`src/rtl/axi_bridge_pkg.sv`:
```
// Shared AXI3 constants and engine state encodings for the multi-port bridge.
package axi_bridge_pkg;

  localparam logic [1:0] BURST_INCR = 2'b01;
  localparam logic [1:0] RESP_OKAY  = 2'b00;

  localparam logic [2:0] SIZE_1B = 3'd0;
  localparam logic [2:0] SIZE_2B = 3'd1;
  localparam logic [2:0] SIZE_4B = 3'd2;

  typedef enum logic [1:0] {R_IDLE, R_AR, R_DATA} rd_state_e;
  typedef enum logic [1:0] {W_IDLE, W_REQ, W_B}   wr_state_e;

endpackage

```
`src/rtl/rr_arbiter.sv`:
```
// Round-robin arbiter: one-hot grant to the first requester at or after ptr_i.
module rr_arbiter #(
  parameter  int N  = 2,
  localparam int PW = (N > 1) ? $clog2(N) : 1
) (
  input  logic [N-1:0]  req_i,
  input  logic [PW-1:0] ptr_i,
  output logic [N-1:0]  grant_o
);

  // Scan from the far end so the requester nearest the pointer is written last.
  always_comb begin
    grant_o = '0;
    for (int s = 0; s < N; s++) begin
      if (ptr_i == PW'(s)) begin
        for (int i = N - 1; i >= 0; i--) begin
          if (req_i[(s + i) % N]) begin
            grant_o              = '0;
            grant_o[(s + i) % N] = 1'b1;
          end
        end
      end
    end
  end

endmodule

```
`src/rtl/axi_bridge_mp.sv`:
```
// Multi-port sram-like to AXI3 master bridge with independent read and write
// engines, round-robin port arbitration and a read-after-write address guard.
//
// state  | meaning
// R_IDLE | read engine free, arbitrating among read requesters
// R_AR   | AR channel presented, waiting for arready
// R_DATA | accepting read beats until rlast
// W_IDLE | write engine free, arbitrating among write requesters
// W_REQ  | AW and W presented, each retired on its own ready
// W_B    | waiting for the write response
module axi_bridge_mp
  import axi_bridge_pkg::*;
#(
  parameter int NPORT = 2,
  parameter int AW    = 32,
  parameter int DW    = 32
) (
  input  logic                clk,
  input  logic                reset,
  input  logic [NPORT-1:0]    req,
  input  logic [NPORT-1:0]    wr,
  input  logic [3*NPORT-1:0]  size,
  input  logic [4*NPORT-1:0]  len,
  input  logic [AW*NPORT-1:0] addr,
  input  logic [4*NPORT-1:0]  wstrb,
  input  logic [DW*NPORT-1:0] wdata,
  output logic [NPORT-1:0]    addr_ok,
  output logic [NPORT-1:0]    data_ok,
  output logic [NPORT-1:0]    last,
  output logic [DW-1:0]       rdata,
  output logic                bus_err,
  output logic [3:0]          m_arid,
  output logic [AW-1:0]       m_araddr,
  output logic [3:0]          m_arlen,
  output logic [2:0]          m_arsize,
  output logic [1:0]          m_arburst,
  output logic [1:0]          m_arlock,
  output logic [3:0]          m_arcache,
  output logic [2:0]          m_arprot,
  output logic                m_arvalid,
  input  logic                m_arready,
  input  logic [3:0]          m_rid,
  input  logic [DW-1:0]       m_rdata,
  input  logic [1:0]          m_rresp,
  input  logic                m_rlast,
  input  logic                m_rvalid,
  output logic                m_rready,
  output logic [3:0]          m_awid,
  output logic [AW-1:0]       m_awaddr,
  output logic [3:0]          m_awlen,
  output logic [2:0]          m_awsize,
  output logic [1:0]          m_awburst,
  output logic [1:0]          m_awlock,
  output logic [3:0]          m_awcache,
  output logic [2:0]          m_awprot,
  output logic                m_awvalid,
  input  logic                m_awready,
  output logic [3:0]          m_wid,
  output logic [DW-1:0]       m_wdata,
  output logic [3:0]          m_wstrb,
  output logic                m_wlast,
  output logic                m_wvalid,
  input  logic                m_wready,
  input  logic [3:0]          m_bid,
  input  logic [1:0]          m_bresp,
  input  logic                m_bvalid,
  output logic                m_bready
);

  localparam int PW = (NPORT > 1) ? $clog2(NPORT) : 1;

  rd_state_e         r_state_q;
  wr_state_e         w_state_q;
  logic [PW-1:0]     rd_ptr_q, wr_ptr_q, rd_ptr_d, wr_ptr_d;
  logic [PW-1:0]     r_port_q, w_port_q, rd_idx, wr_idx;
  logic [AW-1:0]     r_addr_q, w_addr_q, rd_addr_sel, wr_addr_sel;
  logic [3:0]        r_len_q, rd_len_sel;
  logic [2:0]        r_size_q, w_size_q, rd_size_sel, wr_size_sel;
  logic [3:0]        w_strb_q, wr_strb_sel;
  logic [DW-1:0]     w_data_q, wr_data_sel;
  logic              arvalid_q, rready_q, awvalid_q, wvalid_q, bready_q, bus_err_q;
  logic [NPORT-1:0]  raw_hit, rd_cand, wr_cand, rd_gnt, wr_gnt;
  logic              rd_take, wr_take, rd_beat, b_done, aw_left, w_left;
  logic              unused_ok;

  assign unused_ok = ^{m_rid, m_bid};

  // A read whose word address matches the in-flight write is held back.
  always_comb begin
    raw_hit = '0;
    rd_cand = '0;
    wr_cand = '0;
    for (int p = 0; p < NPORT; p++) begin
      raw_hit[p] = (w_state_q != W_IDLE) && (addr[p*AW+2 +: AW-2] == w_addr_q[AW-1:2]);
      rd_cand[p] = req[p] && !wr[p] && !raw_hit[p];
      wr_cand[p] = req[p] && wr[p];
    end
  end

  rr_arbiter #(.N(NPORT)) u_rd_arb (.req_i(rd_cand), .ptr_i(rd_ptr_q), .grant_o(rd_gnt));
  rr_arbiter #(.N(NPORT)) u_wr_arb (.req_i(wr_cand), .ptr_i(wr_ptr_q), .grant_o(wr_gnt));

  assign rd_take = !reset && (r_state_q == R_IDLE) && (|rd_gnt);
  assign wr_take = !reset && (w_state_q == W_IDLE) && (|wr_gnt);

  always_comb begin
    rd_idx      = '0;
    wr_idx      = '0;
    rd_addr_sel = '0;
    rd_len_sel  = '0;
    rd_size_sel = '0;
    wr_addr_sel = '0;
    wr_size_sel = '0;
    wr_strb_sel = '0;
    wr_data_sel = '0;
    for (int p = 0; p < NPORT; p++) begin
      if (rd_gnt[p]) begin
        rd_idx      = PW'(p);
        rd_addr_sel = addr[p*AW +: AW];
        rd_len_sel  = len[p*4 +: 4];
        rd_size_sel = size[p*3 +: 3];
      end
      if (wr_gnt[p]) begin
        wr_idx      = PW'(p);
        wr_addr_sel = addr[p*AW +: AW];
        wr_size_sel = size[p*3 +: 3];
        wr_strb_sel = wstrb[p*4 +: 4];
        wr_data_sel = wdata[p*DW +: DW];
      end
    end
  end

  assign rd_ptr_d = (rd_idx == PW'(NPORT - 1)) ? '0 : rd_idx + 1'b1;
  assign wr_ptr_d = (wr_idx == PW'(NPORT - 1)) ? '0 : wr_idx + 1'b1;

  always_ff @(posedge clk or posedge reset) begin
    if (reset) begin
      r_state_q <= R_IDLE;
      rd_ptr_q  <= '0;
      r_port_q  <= '0;
      r_addr_q  <= '0;
      r_len_q   <= '0;
      r_size_q  <= '0;
      arvalid_q <= 1'b0;
      rready_q  <= 1'b0;
    end else begin
      case (r_state_q)
        R_IDLE: if (rd_take) begin
          r_state_q <= R_AR;
          arvalid_q <= 1'b1;
          rd_ptr_q  <= rd_ptr_d;
          r_port_q  <= rd_idx;
          r_addr_q  <= rd_addr_sel;
          r_len_q   <= rd_len_sel;
          r_size_q  <= rd_size_sel;
        end
        R_AR: if (m_arready) begin
          r_state_q <= R_DATA;
          arvalid_q <= 1'b0;
          rready_q  <= 1'b1;
        end
        R_DATA: if (m_rvalid && m_rlast) begin
          r_state_q <= R_IDLE;
          rready_q  <= 1'b0;
        end
        default: r_state_q <= R_IDLE;
      endcase
    end
  end

  assign aw_left = awvalid_q && !m_awready;
  assign w_left  = wvalid_q && !m_wready;

  always_ff @(posedge clk or posedge reset) begin
    if (reset) begin
      w_state_q <= W_IDLE;
      wr_ptr_q  <= '0;
      w_port_q  <= '0;
      w_addr_q  <= '0;
      w_size_q  <= '0;
      w_strb_q  <= '0;
      w_data_q  <= '0;
      awvalid_q <= 1'b0;
      wvalid_q  <= 1'b0;
      bready_q  <= 1'b0;
    end else begin
      case (w_state_q)
        W_IDLE: if (wr_take) begin
          w_state_q <= W_REQ;
          awvalid_q <= 1'b1;
          wvalid_q  <= 1'b1;
          wr_ptr_q  <= wr_ptr_d;
          w_port_q  <= wr_idx;
          w_addr_q  <= wr_addr_sel;
          w_size_q  <= wr_size_sel;
          w_strb_q  <= wr_strb_sel;
          w_data_q  <= wr_data_sel;
        end
        W_REQ: begin
          awvalid_q <= aw_left;
          wvalid_q  <= w_left;
          if (!aw_left && !w_left) begin
            w_state_q <= W_B;
            bready_q  <= 1'b1;
          end
        end
        W_B: if (m_bvalid) begin
          w_state_q <= W_IDLE;
          bready_q  <= 1'b0;
        end
        default: w_state_q <= W_IDLE;
      endcase
    end
  end

  assign rd_beat = rready_q && m_rvalid;
  assign b_done  = bready_q && m_bvalid;

  always_ff @(posedge clk or posedge reset) begin
    if (reset) begin
      bus_err_q <= 1'b0;
    end else if ((rd_beat && m_rresp != RESP_OKAY) || (b_done && m_bresp != RESP_OKAY)) begin
      bus_err_q <= 1'b1;
    end
  end

  always_comb begin
    addr_ok = '0;
    data_ok = '0;
    last    = '0;
    if (rd_take) addr_ok = addr_ok | rd_gnt;
    if (wr_take) addr_ok = addr_ok | wr_gnt;
    for (int p = 0; p < NPORT; p++) begin
      data_ok[p] = (rd_beat && r_port_q == PW'(p)) || (b_done && w_port_q == PW'(p));
      last[p]    = (rd_beat && m_rlast && r_port_q == PW'(p)) || (b_done && w_port_q == PW'(p));
    end
  end

  assign rdata   = m_rdata;
  assign bus_err = bus_err_q;

  assign m_arid    = 4'(r_port_q);
  assign m_araddr  = r_addr_q;
  assign m_arlen   = r_len_q;
  assign m_arsize  = r_size_q;
  assign m_arburst = BURST_INCR;
  assign m_arlock  = 2'b00;
  assign m_arcache = 4'b0000;
  assign m_arprot  = 3'b000;
  assign m_arvalid = arvalid_q;
  assign m_rready  = rready_q;

  assign m_awid    = 4'(w_port_q);
  assign m_awaddr  = w_addr_q;
  assign m_awlen   = 4'd0;
  assign m_awsize  = w_size_q;
  assign m_awburst = BURST_INCR;
  assign m_awlock  = 2'b00;
  assign m_awcache = 4'b0000;
  assign m_awprot  = 3'b000;
  assign m_awvalid = awvalid_q;
  assign m_wid     = 4'(w_port_q);
  assign m_wdata   = w_data_q;
  assign m_wstrb   = w_strb_q;
  assign m_wlast   = 1'b1;
  assign m_wvalid  = wvalid_q;
  assign m_bready  = bready_q;

endmodule

```
`config.mk`:
```
export PLATFORM = sky130hd
export DESIGN_NAME = axi_bridge_mp
export DESIGN_NICKNAME = d
export VERILOG_FILES = /design/src/rtl/axi_bridge_pkg.sv /design/src/rtl/rr_arbiter.sv /design/src/rtl/axi_bridge_mp.sv
export SDC_FILE = /design/constraint.sdc
export NUM_CORES = 1
export LEC_CHECK = 0
export ABC_AREA = 1
export ABC_CLOCK_PERIOD_IN_PS = 6050
export CORE_MARGIN = 8
export CORE_UTILIZATION = 37
export DETAILED_ROUTE_END_ITERATION = 10
export PLACE_DENSITY_LB_ADDON = 0.12
export SETUP_SLACK_MARGIN = 0.1
export SYNTH_ARGS = -nofsm -noshare
export SYNTH_HDL_FRONTEND = slang
export SYNTH_SLANG_ARGS = --single-unit
```
`constraint.sdc`:
```
create_clock -name clk -period 6.05 [get_ports clk]
set_input_delay 1.21 -clock clk [delete_from_list [all_inputs] [get_ports clk]]
set_output_delay 1.21 -clock clk [all_outputs]
set_load 0.01 [all_outputs]
```
=== Yosys cells after proc, flatten, opt, wreduce, memory -nomap -nowiden ===
Cells that the tools add are included.

* Flip-flop bits (word level): 124
* Bits in latches: 0
* Bits in writable memories: 0
* Bits in read-only memories: 0
* Output and inout port bits: 193
* Logic and storage cells: 148
* Memories: 0

* Add/subtract/negate cells: 2
* Multiply operators: 0
* Div/mod/pow operators: 0
* Order comparisons: 0
* Eq/ne operators: 12
* Shift operators: 0
* Muxes and demuxes: 52
* Bitwise logic cells: 3
* Reduce and logical (&&, ||, !) cells: 60

{| class="wikitable"
|+ Operators by type and width
! kind !! number
|-
| 32-bit 2-to-1 mux || 6
|-
| 30-bit == test || 2
|-
| 2-bit 2-to-1 mux || 20
|-
| 1-bit logical AND || 27
|-
| 4-bit 2-to-1 mux || 4
|-
| 3-bit AND reduction || 5
|-
| 2-bit nonzero test || 7
|-
| 3-bit 2-to-1 mux || 4
|-
| 2-bit != test, second input constant || 6
|-
| 2-bit one-hot mux with 3 select lines || 2
|-
| 1-bit 2-to-1 mux || 11
|-
| 1-bit one-hot mux with 2 select lines || 5
|-
| 1-bit logical NOT || 9
|-
| 2-bit AND reduction || 3
|-
| 1-bit logical OR || 5
|-
| 2-bit by 1-bit == test with 1-bit output, second input constant || 2
|-
| 2-bit == test, second input constant || 2
|-
| 2-bit logical NOT || 2
|-
| 2-bit OR reduction || 2
|-
| 1-bit adder, second input constant || 2
|-
| 1-bit NOT || 2
|-
| 2-bit bitwise OR || 1
|}

=== Depth between registers and ports, before layout ===
Gate-level depths: netlist (run 1).

* Depth in word-level cells: 15
* Mapped depth: 16
* Mapped depth without buffers: 14

=== Cells and area by module ===
Synthesis (run 1) repeated with hierarchy kept, for this count alone.

* Cells, all modules: 995
* Area, all modules: 7329.5 um^2

{| class="wikitable"
|+ By module, submodules not included
! module !! times used !! cells each !! area each (um^2) !! seq. area each (um^2)
|-
| axi_bridge_mp || 1 || 987 || 7274.5 || 3103.0
|-
| rr_arbiter || 2 || 4 || 27.5 || 0.0
|}

=== Worst setup path after synthesis (run 1) ===
No wires, ideal clock.

* Kind: in2out
* From: in reset
* To: out addr_ok[1]
* Data arrival time: 5102 ps
* Required time: 4840 ps
* Path slack: -262 ps
* Stages: 6
* Path buffers: 1
* Cells stage by stage: inv_1 nand3_1 nor2_1 clkinv_1 clkbuf_1 nand2_1

* Word-level cells in the longest chain between the ends: 6
* Elaborated cells on any way between the ends: 8

{| class="wikitable"
|+ RTL lines
! item !! RTL line !! text
|-
| start: declaration || axi_bridge_mp.sv:19 || <nowiki>input logic reset,</nowiki>
|-
| 1-bit logical NOT (no line) * || - ||
|-
| 1-bit logical AND (2 in a row) || axi_bridge_mp.sv:103 || <nowiki>assign rd_take = !reset && (r_state_q == R_IDLE) && (|rd_gnt);</nowiki>
|-
| 2-bit 2-to-1 mux || axi_bridge_mp.sv:231 || <nowiki>if (rd_take) addr_ok = addr_ok | rd_gnt;</nowiki>
|-
| 2-bit bitwise OR || axi_bridge_mp.sv:232 || <nowiki>if (wr_take) addr_ok = addr_ok | wr_gnt;</nowiki>
|-
| 2-bit 2-to-1 mux * || axi_bridge_mp.sv:232 ||
|-
| end: declaration || axi_bridge_mp.sv:27 || <nowiki>output logic [NPORT-1:0] addr_ok,</nowiki>
|}

Mark *: on every way between the ends. The rest lies on a longest branch, timed or not.

=== Worst setup path after layout (run 1) ===
* From: in addr[10]
* To: out addr_ok[1]

* Word-level cells in the longest chain between the ends: 14

{| class="wikitable"
|+ RTL lines
! item !! RTL line !! text
|-
| start: declaration || axi_bridge_mp.sv:24 || <nowiki>input logic [AW*NPORT-1:0] addr,</nowiki>
|-
| 30-bit == test * || axi_bridge_mp.sv:94 || <nowiki>raw_hit[p] = (w_state_q != W_IDLE) && (addr[p*AW+2 +: AW-2] == w_addr_q[AW-1:2]);</nowiki>
|-
| 1-bit logical AND * || axi_bridge_mp.sv:94 ||
|-
| 1-bit logical NOT * || axi_bridge_mp.sv:95 || <nowiki>rd_cand[p] = req[p] && !wr[p] && !raw_hit[p];</nowiki>
|-
| 1-bit logical AND * || axi_bridge_mp.sv:95 ||
|-
| 2-bit 2-to-1 mux || rr_arbiter.sv:17 || <nowiki>if (req_i[(s + i) % N]) begin</nowiki>
|-
| 2-bit 2-to-1 mux || rr_arbiter.sv:15 || <nowiki>if (ptr_i == PW'(s)) begin</nowiki>
|-
| 2-bit 2-to-1 mux (2 in a row) || rr_arbiter.sv:17 ||
|-
| 2-bit 2-to-1 mux * || rr_arbiter.sv:15 ||
|-
| 2-bit OR reduction || axi_bridge_mp.sv:103 ||
|-
| 1-bit logical AND || axi_bridge_mp.sv:103 ||
|-
| 2-bit 2-to-1 mux * || axi_bridge_mp.sv:231 ||
|-
| 2-bit bitwise OR || axi_bridge_mp.sv:232 ||
|-
| 2-bit 2-to-1 mux * || axi_bridge_mp.sv:232 ||
|}

Marked as above.

==> results of run 1 <==
==> kinds of logic after synthesis <==
logic type / Yosys count / share of synthesized area (%)
AO/OA/AOI/OAI: 46 / 4.46
AND/OR/NAND/NOR: 757 / 38.7
XOR/XNOR: 10 / 1.11
other: 2 / 0.0956
buffers and inverters: 250 / 16.2
flip-flops: 124 / 39.5
==> worst max-delay path, delay by kind of cell <==
| family | cells | cell delay (ps) |
|---|---|---|
| simple gates | 12 | 1440 |
| buf+inv | 4 | 1160 |
==> sequential cells by signal, indices dropped and copies added (netlist names) <==
signal / count
bus_err: 1
m_araddr: 32
m_arlen: 4
m_arsize: 3
m_arvalid: 1
m_awaddr: 32
m_awsize: 3
m_awvalid: 1
m_bready: 1
m_rready: 1
m_wdata: 32
m_wstrb: 4
m_wvalid: 1
r_port_q: 1
r_state_q: 2
rd_ptr_q: 1
w_port_q: 1
w_state_q: 2
wr_ptr_q: 1
==> layout make-up <==
type / count / area (um2)
Inverter: 133 / 503
Tap cell: 275 / 344
Timing Repair Buffer: 301 / 3000
Sequential cell: 124 / 3100
Clock inverter: 14 / 208
Fill cell: 2072 / 9730
Multi-Input combinational cell: 849 / 3640
Clock buffer: 18 / 429
==> synth_stat cells, types with 2 or more instances <==
| library cell | number |
|---|---|
| a21oi_1 | 3 |
| buf_1 | 6 |
| buf_2 | 11 |
| buf_4 | 73 |
| buf_6 | 6 |
| clkbuf_1 | 21 |
| conb_1 | 2 |
| dfrtp_1 | 124 |
| inv_1 | 127 |
| inv_2 | 5 |
| nand2_1 | 555 |
| nand3_1 | 133 |
| nor2_1 | 61 |
| nor2_2 | 3 |
| nor2_4 | 2 |
| o211ai_1 | 4 |
| o21ai_0 | 9 |
| o221ai_1 | 24 |
| o31ai_1 | 2 |
| xnor2_1 | 10 |
==> worst max path at each step <==
stage | start | to | slack [ps] | depth (start not counted)
2_1_floorplan | reset | addr_ok[1] | 690 | 6
3_3_place_gp | addr[24] | addr_ok[1] | 1040 | 16
3_5_place_dp | addr[10] | addr_ok[1] | 1030 | 16
4_1_cts | addr[10] | addr_ok[1] | 1020 | 16
5_1_grt | addr[22] | addr_ok[1] | 840 | 16
6_report | addr[10] | addr_ok[1] | 1020 | 16
==> per-layer routing <==
metal / up-vias / global-route usage (%) / part of all wire, %
met5: - / 0 / 0.13
met2: 264 / 35.4 / 47
met3: 44 / 6.23 / 7.5
met1: 3701 / 27.6 / 44
met4: 6 / 6.69 / 1.9
li1: 4022 / - / -
==> report_power, final <==
part / internal [mW] / leakage, nW / total, mW / switching (mW)
combinational: 1.10 / 3.85 / 2.21 / 1.11
clock: 0.701 / 0.309 / 1.13 / 0.426
sequential: 1.19 / 1.56 / 1.49 / 0.294
total: 2.99 / 5.73 / 4.83 / 1.83
==> reports/metrics.yaml, run 1 <==
finalHoldViolations: 0
postCtsHoldBufs: 0
dpl_cell_area_um2: 10600
ys_seq_elements: 124
synth-edff-count: 0
period_share_pct: 83.1
syn_inst: 1189
ys_types: 28
path_max_fanout: 22
tns_ps: 0
cts_tree: "yes"
dr.first_iter.drc_count: 507
first_pass_iters: 5
hold_depth: 2
fin_util_pct: 53.6
yosysTopAreaCell: "dfrtp_1"
ys_seq_area_share_pct: 39.5
antenna_cells: 0
clock_path_buffers: 2
r2r_end: "m_araddr[9]"
critPathMaxStageDelay_ps: 550
dieArea_um2: 26200
max_slew_margin_pct: 27.8
synthFlopType: "dfrtp_1"
boundaryPins: 399
netlist_area_um2: 7860
postCtsSetupBuffers: 0
worst_ep_arrival_time_ps: 3820
yosysTopAreaCellShare_pct: 39.5
worst_setup_path_start_kind: "input port"
hp-class: "reg -> reg"
drive_above_1_share_pct: 4.10
grt_overflow: 0
cap_violations: 0
crit_path_frequent_cell: "nand2_1"
drt-total-wl_mm: 28.7
cts_root_buf: "clkbuf_16"
required_ps: 4840
clock_skew_ps: 13.8
worstHoldStart: "bus_err"
hold_end: "bus_err"
status: "complete, no violations"
place_hpwl_mm: 20.2
place_inst: 1682
worst_pin_slew_ps: 1080
reg2reg_from: "m_awaddr[10]"
pre_cts_ws_ps: 1030
floorplan.initialDensity_pct: 37.5
power_mw: 4.83
vias_per_cell: 4.69
place_congestion: 0.813
grt_pass1_vias: 8036
drtAntennaViolNets: 0
core-area_um2: 21000
setup_viol: 0
worstSetupEndpointType: "output pin"
grt_usage_pct: 21.8
antenna_found_initial: 3
vias: 8037
port_buffers: 290
critPathSlowestCell: "clkdlybuf4s50_1"
syn2layout_area_growth_pct: 42.9
wl_per_cell_um: 16.8
path_clk_slew_ps: 60
cts_buffers: 17
cts.repair.resized: 0
synth_warnings: 0
grt_max_degree: 126
final_common_cell: "nand2_1"
maxSlewViolCount: 0
fin_cells: 1714
rsz0062_at_grt: "no"
crit_chain: "clkdlybuf4s50_1 > inv_1 > nand2_1 > nand2_1 > nand2_1 > inv_1 > nand2_1 > nor2_1 > nand2_1 > nor2_2 > nor2_4 > nor2_1 > nor2_4 > nand2_1 > nand2_1 > clkdlybuf4s50_1"
worst_slack_ps: 1020
critPathKind: "in -> out"
grt_pass1_wl_mm: 44.8
stdcell_area_um2: 11200
async_flop_share_pct: 100
avgSynthCellArea_um2: 6.61
p_leak_nw: 5.73
finalCriticalPeriod_ps: 5030
cts_sinks: 124
die_height_um: 162
irDropWorstVdd_uv: 212
r2r_cells: 15
rrSetupSlack_ps: 3310
worstSkewPairLatency_ps: 420
whs_ps: 472
die_x_um: 162
yosys-top-cells-area: "dfrtp_1 39%, nand2_1 27%, nand3_1 8.5%"
max_freq_mhz: 199
nNetsFinal: 1632
h-tree-depth: 4
drc: 0
power_density_nw_per_um2: 430
rows: 53
final_cell_mix: "555 x nand2_1, 290 x clkdlybuf4s50_1, 130 x nand3_1, 126 x inv_1, 124 x dfrtp_1"
(Power assumes the default switching activity.)
==> inputs of run 2 (changes only) <==
ABC_CLOCK_PERIOD_IN_PS = 5000   (was 6050)
CORE_UTILIZATION = 41   (was 37)
clock period = 5 ns   (was 6.05 ns; I/O delays follow)
==> run 2 against run 1 <==
Combinational power is 22% higher; register-to-register slack worse by 910 ps; largest power group unchanged; routed wire length is 1.4% lower; total power is 19% higher; clock skew is 5.1 ps lower; global-route usage is 2.0 points higher.
==> reports/metrics.yaml, run 2 (synthesized netlist as in run 1, its figures left out) <==
vias: 8114  # +0.96%
cap_violations: 0  # unchanged
boundaryPins: 399  # unchanged
critPathSlowestCell: "clkdlybuf4s50_1"
path_max_fanout: 18  # -18%
rows: 50  # -5.7%
tns_ps: 0  # unchanged
cts.repair.resized: 0  # unchanged
stdcell_area_um2: 11100  # -0.89%
cts_sinks: 124  # unchanged
crit_chain: "clkdlybuf4s50_1 > inv_1 > nand2_1 > nand2_1 > nand2_1 > inv_2 > nand2_1 > nor2_1 > nand2_1 > nor2_2 > nor2_4 > nor2_1 > nor2_4 > nand2_1 > nand2_1 > clkdlybuf4s50_1"
hp-class: "reg -> reg"
grt_usage_pct: 23.8  # +2.0 points
power_mw: 5.74  # +19%
critPathMaxStageDelay_ps: 550  # about the same
whs_ps: 472  # -0.242 ps
max_slew_margin_pct: 31.6  # +3.8 points
wl_per_cell_um: 16.9  # +0.76%
syn2layout_area_growth_pct: 41.7
final_common_cell: "nand2_1"
antenna_found_initial: 5  # +2
final_cell_mix: "555 x nand2_1, 290 x clkdlybuf4s50_1, 130 x nand3_1, 126 x inv_1, 124 x dfrtp_1"
crit_path_frequent_cell: "nand2_1"
rsz0062_at_grt: "no"
core-area_um2: 18800  # -10%
max_freq_mhz: 222
worst_pin_slew_ps: 1020  # -57.3 ps
h-tree-depth: 4  # unchanged
setup_viol: 0  # unchanged
cts_root_buf: "clkbuf_16"
place_congestion: 0.816  # +0.32%
maxSlewViolCount: 0  # unchanged
dieArea_um2: 23800  # -8.8%
first_pass_iters: 5  # unchanged
path_clk_slew_ps: 60  # about the same
postCtsSetupBuffers: 0  # unchanged
drc: 0  # unchanged
drt-total-wl_mm: 28.3  # -1.4%
required_ps: 4000  # -840 ps
die_x_um: 154  # -4.5%
grt_pass1_wl_mm: 44.6  # -0.45%
dr.first_iter.drc_count: 430  # -15%
finalCriticalPeriod_ps: 4500
clock_path_buffers: 2  # unchanged
grt_max_degree: 77  # -39%
nNetsFinal: 1633  # +0.061%
hold_depth: 2  # unchanged
worst_ep_arrival_time_ps: 3500  # -320 ps
postCtsHoldBufs: 0  # unchanged
p_leak_nw: 5.69  # -0.65%
port_buffers: 290  # unchanged
worstSkewPairLatency_ps: 430  # about the same
r2r_cells: 14  # -1
vias_per_cell: 4.84  # +3.2%
status: "complete, no violations"
grt_overflow: 0  # unchanged
worstSetupEndpointType: "output pin"
cts_tree: "yes"
place_inst: 1642  # -2.4%
grt_pass1_vias: 8101  # +0.81%
critical_path_cell_count: 16  # unchanged
floorplan.initialDensity_pct: 41.9  # +4.4 points
place_hpwl_mm: 20.4  # +1.3%
fin_cells: 1677  # -2.2%
dpl_cell_area_um2: 10500  # -0.53%
die_height_um: 154  # -4.5%
crit_family: "simple AND/OR/NAND/NOR gates"
clock_skew_ps: 8.71  # -5.07 ps
period_share_pct: 90.0
path_buf_inv: 4  # unchanged
irDropWorstVdd_uv: 265  # +25%
drtAntennaViolNets: 0  # unchanged
critPathKind: "in -> out"
finalHoldViolations: 0  # unchanged
cts_buffers: 17  # unchanged
power_density_nw_per_um2: 516  # +20%
drive_above_1_share_pct: 4.17  # +0.067 points
worst_setup_path_start_kind: "input port"
[run 2: per-layer routing]
metal,vias to the layer above,GRT usage [%],wire length [um]
met2,298,38.9,13500
li1,4030,-,-
met1,3739,28.9,12000
met4,4,8.63,512
met3,43,7.66,2320
met5,-,0,18
[run 2: power by group]
part	switching [mW]	leakage (nW)	internal, mW
sequential	0.361	1.56	1.45
clock	0.498	0.272	0.748
combinational	1.36	3.85	1.33
[run 2: worst paths after layout]
kind                                endpoint  slack (ps)        start
max in group asynchronous         m_wdata[1]        2600        reset
worst min-delay path                 bus_err         470      bus_err
worst min register to register       bus_err         470      bus_err
min in group asynchronous           wr_ptr_q        1190        reset
worst max-delay path              addr_ok[1]         500     addr[24]
worst max register to register  m_araddr[14]        2400  m_awaddr[6]
[run 2: worst min-delay path, cell delays in order, from the launching register on]
cell,delay [ps]
dfrtp_1,340
a31oi_1,40
nand2_1,50
[run 2: cell type report]
type	count	area [um2]
diodes	3	7.51
clock buffers	19	443
clock inverters	13	143
fillers	1770	7640
inverters	133	503
multi-input cells	849	3640
flip-flops and latches	124	3100
well taps	234	293
repair buffers	302	2990
[run 2: through the flow]
stage	utilization [%]	worst slack [ps]
2_1_floorplan	-	150
4_1_cts	59.3	511
6_report	59.3	500
3_5_place_dp	56.1	533
5_1_grt	59.3	348
3_3_place_gp	56.1	554
==> inputs of run 3 (changes only) <==
HOLD_SLACK_MARGIN = 0.1   (was default)
==> results of run 3 <==
No change in the layout: final DEF, timing and power equal those of run 2.
